**config.mk**
```make
export PLATFORM = sky130hd
export DESIGN_NAME = deskew_collector_4bits
export DESIGN_NICKNAME = d
export VERILOG_FILES = /design/src/rtl/deskew_collector_4bits.sv
export SDC_FILE = /design/constraint.sdc
export NUM_CORES = 1
export LEC_CHECK = 0
export CAP_MARGIN = 10
export CORE_ASPECT_RATIO = 1.1
export CORE_MARGIN = 1
export CORE_UTILIZATION = 36
export CTS_CLUSTER_SIZE = 16
export DETAILED_ROUTE_END_ITERATION = 10
export HOLD_SLACK_MARGIN = 0.15
export REMOVE_ABC_BUFFERS = 1
export SLEW_MARGIN = 40
export SYNTH_ARGS = -nofsm -noshare
export SYNTH_HDL_FRONTEND = slang
export SYNTH_SLANG_ARGS = --single-unit
```
**constraint.sdc**
```tcl
create_clock -name clk -period 2.4 [get_ports clk]
set_input_delay 0.48 -clock clk [delete_from_list [all_inputs] [get_ports clk]]
set_output_delay 0.48 -clock clk [all_outputs]
set_load 0.005 [all_outputs]
```
**src/rtl/deskew_collector_4bits.sv**
```systemverilog
`ifndef SA_NUM
`define SA_NUM 4
`endif
// Re-aligns staggered systolic-array result lanes into rows and queues them in a small FIFO.
// First output SA_NUM+1 cycles after in_valid; a row that arrives while the FIFO is full with no pop is dropped (sticky overflow).
module deskew_collector_4bits #(
  parameter int SA_NUM     = `SA_NUM,
  parameter int DW         = 4,
  parameter int ROWS       = 16,
  parameter int FIFO_DEPTH = 4
) (
  input  logic                         clk,
  input  logic                         rst,
  input  logic [SA_NUM-1:0][DW-1:0]    in_data,
  input  logic                         in_valid,
  output logic [SA_NUM-1:0][DW-1:0]    out_data,
  output logic                         out_valid,
  input  logic                         out_ready,
  output logic [$clog2(ROWS)-1:0]      out_row,
  output logic                         frame_done,
  output logic                         overflow
);

  localparam int AW = $clog2(FIFO_DEPTH);
  localparam int RW = $clog2(ROWS);

  logic [SA_NUM-1:0][DW-1:0] aligned;
  logic [SA_NUM-1:0]         vchain;
  logic                      aligned_valid;

  logic [SA_NUM-1:0][DW-1:0] mem [FIFO_DEPTH];
  logic [AW-1:0]             wr_ptr;
  logic [AW-1:0]             rd_ptr;
  logic [AW:0]               count;
  logic                      full;
  logic                      pop;
  logic                      push;
  logic [RW-1:0]             row;

  // Lane i shows up i cycles late, so it gets SA_NUM-i stages to land with lane 0.
  for (genvar i = 0; i < SA_NUM; i++) begin : g_lane
    localparam int D = SA_NUM - i;
    logic [D-1:0][DW-1:0] sr;

    always_ff @(posedge clk or posedge rst) begin
      if (rst) begin
        sr <= '0;
      end else begin
        sr[0] <= in_data[i];
        for (int k = 1; k < D; k++) begin
          sr[k] <= sr[k-1];
        end
      end
    end

    assign aligned[i] = sr[D-1];
  end

  always_ff @(posedge clk or posedge rst) begin
    if (rst) begin
      vchain <= '0;
    end else begin
      vchain <= {vchain[SA_NUM-2:0], in_valid};
    end
  end

  assign aligned_valid = vchain[SA_NUM-1];

  assign full      = (count == (AW+1)'(FIFO_DEPTH));
  assign out_valid = (count != '0);
  assign pop       = out_valid && out_ready;
  // A full FIFO can still take a row when the head leaves in the same cycle.
  assign push      = aligned_valid && (!full || pop);
  assign out_data  = out_valid ? mem[rd_ptr] : '0;
  assign out_row   = row;

  always_ff @(posedge clk) begin
    if (push) begin
      mem[wr_ptr] <= aligned;
    end
  end

  always_ff @(posedge clk or posedge rst) begin
    if (rst) begin
      wr_ptr <= '0;
      rd_ptr <= '0;
      count  <= '0;
    end else begin
      if (push) begin
        wr_ptr <= wr_ptr + 1'b1;
      end
      if (pop) begin
        rd_ptr <= rd_ptr + 1'b1;
      end
      case ({push, pop})
        2'b10:   count <= count + 1'b1;
        2'b01:   count <= count - 1'b1;
        default: count <= count;
      endcase
    end
  end

  always_ff @(posedge clk or posedge rst) begin
    if (rst) begin
      row        <= '0;
      frame_done <= 1'b0;
      overflow   <= 1'b0;
    end else begin
      frame_done <= pop && (row == RW'(ROWS - 1));
      if (pop) begin
        row <= (row == RW'(ROWS - 1)) ? '0 : row + 1'b1;
      end
      if (aligned_valid && full && !pop) begin
        overflow <= 1'b1;
      end
    end
  end

endmodule

```
==> Yosys cells after proc, flatten, opt, wreduce, memory -nomap -nowiden <==
Memory sizes are Yosys's and may differ from the RTL's.
Cells that the tools add are included.
{ "totals": {"regBits": 57, "memories": 1, "mem_bits_rw": 64, "in_bits": 20, "elab_cells": 42, "out_inout_bits": 23} }
{ "classes": {"n_eq_ne": 4, "n_addsub": 5, "mux": 5, "n_reduce_logical": 10} }
{ "mem_list": {"columns": ["memory", "depth", "width", "rd", "rd_clocked_by_memory_dff", "write_ports", "line", "source"], "rows": [
  ["mem", 4, 16, 1, 0, 1, "31", "logic [SA_NUM-1:0][DW-1:0] mem [FIFO_DEPTH];"]
]} }
{ "ops": {"columns": ["operator", "count"], "rows": [
  ["16-bit 2-to-1 mux", 1],
  ["3-bit case mux with 2 select lines", 1],
  ["1-bit logical AND", 5],
  ["2-bit by 1-bit adder with 2-bit output, second input constant", 2],
  ["4-bit by 1-bit adder with 4-bit output, second input constant", 1],
  ["4-bit equality test, second input constant", 1],
  ["4-bit 2-to-1 mux", 1],
  ["3-bit by 1-bit adder with 3-bit output, second input constant", 1],
  ["3-bit equality test, second input constant", 1],
  ["3-bit nonzero test", 1],
  ["3-bit by 1-bit subtractor with 3-bit output, second input constant", 1],
  ["2-bit by 1-bit equality test with 1-bit output, second input constant", 1],
  ["2-bit equality test, second input constant", 1],
  ["1-bit zero test", 2],
  ["1-bit 2-to-1 mux", 2],
  ["2-bit nonzero test", 1],
  ["1-bit logical OR", 1]
]} }

==> Logic depth before layout (Yosys ltp) <==
{ "logic_depth": {"depth_word": 6, "mapped_depth": 9, "mapped_depth_nobuf": 9} }

==> Worst setup path after synthesis <==
No wires, ideal clock.
{ "synth_path": {"path_type": "register to register", "from": "register count[0]", "to": "register count[2]", "path_buffers": 0, "t_required_ns": 2.321, "setup_ns": 0.079, "slack_ns": 0.445, "arrival_time_ns": 1.876, "path_stages_with_launch": 10, "period_less_slack_ns": 1.955, "path_cell_list": "dfrtp_1 -> nor4b_2 -> nor2b_2 -> inv_1 -> ha_1 -> inv_1 -> fa_1 -> xor2_1 -> nor2_1 -> xor2_1"} }
{ "synth_between": {"elab_chain_cells": 6, "word_cells_on_any_way": 12, "classes_between": "add/sub: 2; eq/ne: 3; mux: 1; reduce/logical: 6"} }
{ "synth_rtl": {"columns": ["element", "line", "source"], "rows": [
  ["start: declaration", "34", "logic [AW:0] count;"],
  ["start signal: assignment", "96", "2'b10: count <= count + 1'b1;"],
  ["start signal: assignment", "97", "2'b01: count <= count - 1'b1;"],
  ["start signal: assignment", "98", "default: count <= count;"],
  ["3-bit equality test / 3-bit nonzero test (equally long branches)", "69, 70", null],
  ["1-bit zero test / 1-bit logical AND (equally long branches)", "73, 71", null],
  ["1-bit logical OR", "73", "assign push = aligned_valid && (!full || pop);"],
  ["1-bit logical AND", "73", null],
  ["2-bit by 1-bit equality test with 1-bit output / 2-bit equality test (equally long branches)", "95", "case ({push, pop})"],
  ["3-bit case mux with 2 select lines / 2-bit nonzero test (equally long branches)", null, null]
]} }
Parallel ways exist; a longest one is shown, timed or not.
A chain may end at the register's enable or synchronous reset.

==> tab_implementation.tex <==
\begin{tabular}{lr}
\hline
Metric & Value \\
\hline
\multicolumn{2}{l}{\textbf{Detailed routing}} \\
Number of nets with antenna violations after detailed routing & 0 \\
Number of detailed-routing iterations run before antenna repair & 4 \\
Via count normalized by instance count & 4.39 \\
DRC violations left & 0 \\
Routed wire per std cell & 14.7 µm \\
DRC marker count from the first detailed-route iteration & 97 \\
Wirelength, routed & 6520 µm \\
DR vias & 1946 \\
\multicolumn{2}{l}{\textbf{Clock tree}} \\
Clock-pin slew on the worst setup and hold paths & 0.06 ns \\
CTS Buf Count & 17 \\
Clock tree from TritonCTS & built \\
TritonCTS sink count & 121 \\
CTS H-tree depth & 4 \\
Clock buffer depth & 2 \\
Clock root buffer & clkbuf\_16 \\
Clock latency on the worst-skew pair & 0.41 ns \\
\multicolumn{2}{l}{\textbf{Run status}} \\
Status & complete, no violations \\
\multicolumn{2}{l}{\textbf{Critical path}} \\
Largest incremental delay on the critical path & 0.51 ns \\
Endpoint kind of the worst setup timing path & primary output \\
Buffering stage count on the worst path with inverters included & 2 \\
Req. time, crit path & 1.92 ns \\
Slowest-stage cell, CP & mux4\_2 \\
Critical Setup Path Class & flip-flop to primary output \\
Cells along the critical path & buf\_12 > mux4\_2 > and2\_4 > dlygate4sd2\_1 \\
Data arrival at the endpoint of the critical path & 1.88 ns \\
Launching element type of the critical path & flip-flop \\
CP top delay family & multiplexers \\
Max Fanout on Critical Path & 6 \\
\multicolumn{2}{l}{\textbf{Timing}} \\
Final min period & 2.36 ns \\
Post-route fraction of the period consumed by the critical path & 98.4\% \\
Final hold viol count & 0 \\
Normalized max-slew margin & 70.5\% \\
Final-report setup violation count & 0 \\
Clock tree skew after final layout & 0.00586 ns \\
Maximum achievable frequency & 0.423 GHz \\
Unrepaired setup endpoints after global routing & true \\
Setup Total Neg Slack & 0 ns \\
Worst-Margin Slew & 0.442 ns \\
Final number of max-transition violations & 0 \\
\multicolumn{2}{l}{\textbf{Pwr}} \\
IR Drop Worst-Case VDD & 0.000505 V \\
Net switching power of the design & 1840 µW \\
Internal power component & 5260 µW \\
Switching power share of the total & 25.9\% \\
Final Power & 7100 µW \\
Power density of the placed cells & 1280 mW/mm² \\
Power share of the sequential group & 38.8\% \\
Combinational group share of total power & 27.0\% \\
LEAKAGE & 0.00215 µW \\
Clock power share & 34.2\% \\
\multicolumn{2}{l}{\textbf{Synth}} \\
Register bit total from synthesis & 121 \\
Synthesized area & 0.00424 mm² \\
Synth top area share & 45.3\% \\
Sequential fraction of the synthesis area & 78.9\% \\
Number of distinct library cell variants in the gate-level netlist after synthesis & 29 \\
Synthesis warning total & 0 \\
Cell accounting for the most synthesized area & edfxtp\_1 \\
Mean post-synth cell area & 20.9 µm² \\
Post-Syn Instances & 203 \\
Ranking of synthesized cells by area & edfxtp\_1 (45\%), dfrtp\_1 (34\%), mux4\_1 (5.0\%) \\
\multicolumn{2}{l}{\textbf{Floorplanning}} \\
Full die area & 0.0122 mm² \\
Num rows & 41 \\
Die outline height & 116 µm \\
Boundary pin count & 43 \\
Core area & 0.0115 mm² \\
Horiz. Die Dim & 106 µm \\
Initial Utilization & 36.9\% \\
\multicolumn{2}{l}{\textbf{Place}} \\
RePlAce Congestion & 0.659 \\
Quantity of I/O buffers inserted on ports & 42 \\
HPWL after DPL & 3910 µm \\
Dpl cell area & 0.00494 mm² \\
Placed Instances & 404 \\
\multicolumn{2}{l}{\textbf{Global route}} \\
GRT Residual Overflow & 0 \\
Maximum number of pins on one net before global-route repair & 29 \\
Initial antenna violation count & 0 \\
Vias in the first global route & 2087 \\
Total track usage & 12.4\% \\
Wire length of the first global-routing pass & 10900 µm \\
\multicolumn{2}{l}{\textbf{Layout}} \\
Final cell count without fillers & 443 \\
Final standard cell area without fillers & 0.00555 mm² \\
P\&R area growth vs syn & 30.8\% \\
Share of layout cells above drive strength 1 & 31.7\% \\
Total inserted antenna cells & 0 \\
Final core utilization & 48.3\% \\
Post-layout nets & 307 \\
\multicolumn{2}{l}{\textbf{Hold path}} \\
Classification of the worst-slack hold path & flip-flop to flip-flop \\
\multicolumn{2}{l}{\textbf{Flow run}} \\
Number of maximum-capacitance violations & 0 \\
\hline
\end{tabular}
[logic make-up (layout without fill, tap and decap cells)]
family	Yosys count	after routing	share of synthesized area, %
compound gates	7	7	1.09
xor+xnor	7	7	1.45
fa+ha+maj	7	7	2.24
buf+inv	13	103	1.80
flops	121	121	78.9
mux	20	20	10.2
simple gates	28	28	4.28
[through the flow]
step           hold WS, ns  setup slack [ns]
2_1_floorplan        0.331             0.330
3_3_place_gp         0.332          -0.00333
3_5_place_dp         0.335           -0.0624
4_1_cts              0.347           -0.0560
5_1_grt              0.350           -0.0103
6_report             0.345            0.0387
[flip-flops by register name, indices dropped and copies added (netlist names)]
signal and cells:
out_row 4, mem 64, rd_ptr 2, wr_ptr 2
count 3, overflow 1, aligned 12, g_lane.sr 28
vchain 4, frame_done 1
[area by class of cell]
| cell class | instances | area (µm²) |
|---|---|---|
| fillers | 987 | 5940 |
| inverters | 7 | 26.3 |
| clock buffers | 18 | 429 |
| flip-flops and latches | 121 | 3350 |
| well taps | 150 | 188 |
| multi-input cells | 69 | 817 |
| repair buffers | 64 | 588 |
| clock inverters | 14 | 150 |
[path summary, 6_finish.rpt]
kind	slack [ns]	startpoint	end	depth (start not counted)
worst max-delay path	0.04	rd_ptr[0]	out_data[2]	4
worst min-delay path	0.35	g_lane[0].sr[1]	g_lane[0].sr[5]	0
worst max register to register	0.31	count[0]	count[2]	10
worst min register to register	0.35	g_lane[0].sr[1]	g_lane[0].sr[5]	0
max in group asynchronous	1.48	rst	g_lane[3].sr[1]	3
min in group asynchronous	0.39	rst	g_lane[0].sr[1]	2
[layout by cell type, fill, tap and decap left out, types with 3 or more instances in the layout]
cell	n
and2_4	8
and2_1	12
xor2_1	3
buf_6	6
clkbuf_16	17
mux4_2	15
clkinv_4	3
dlygate4sd2_1	4
clkbuf_2	7
xnor2_1	4
edfxtp_1	64
clkdlybuf4s50_1	26
clkinvlp_4	5
buf_4	14
inv_1	6
dfrtp_1	56
ha_1	6
mux2_2	3
[what timing repair did]
action | CTS | global route
setup endpoints to repair | 17 | 13
hold buffers | 0 | 0
buffers inserted | 8 | 0
gates resized for setup | 49 | 17
pin swaps | 4 | 1
[routing by layer]
layer / GRT usage (%) / routed length (µm)
met3: 4.11 / 314
met5: 0 / 0
met4: 7.50 / 146
met1: 14.7 / 2680
met2: 19.9 / 3370
[power by group through the flow]
stage | Combinational, µW | Sequential (µW) | Clock [µW]
2_1_floorplan | 845 | 2830 | 0
5_1_grt | 2120 | 2800 | 2580
4_1_cts | 1970 | 2760 | 2480
3_5_place_dp | 1870 | 2790 | 0
3_3_place_gp | 1840 | 2760 | 0
6_report | 1920 | 2750 | 2430
[synthesized netlist by cell type (all sizes together)]
library cell,number
mux2,3
nor2b,1
nand2,2
nor2,1
dfrtp,57
or3,1
o311ai,1
buf,5
ha,6
o21ai,2
a31oi,1
nand4,1
fa,1
o31a,1
xor2,3
clkbuf,1
inv,7
mux4,16
edfxtp,64
mux2i,1
xnor2,4
and4,1
a21oi,1
and2,20
a21o,1
nor4b,1
Power figures use the tool's default switching activity.
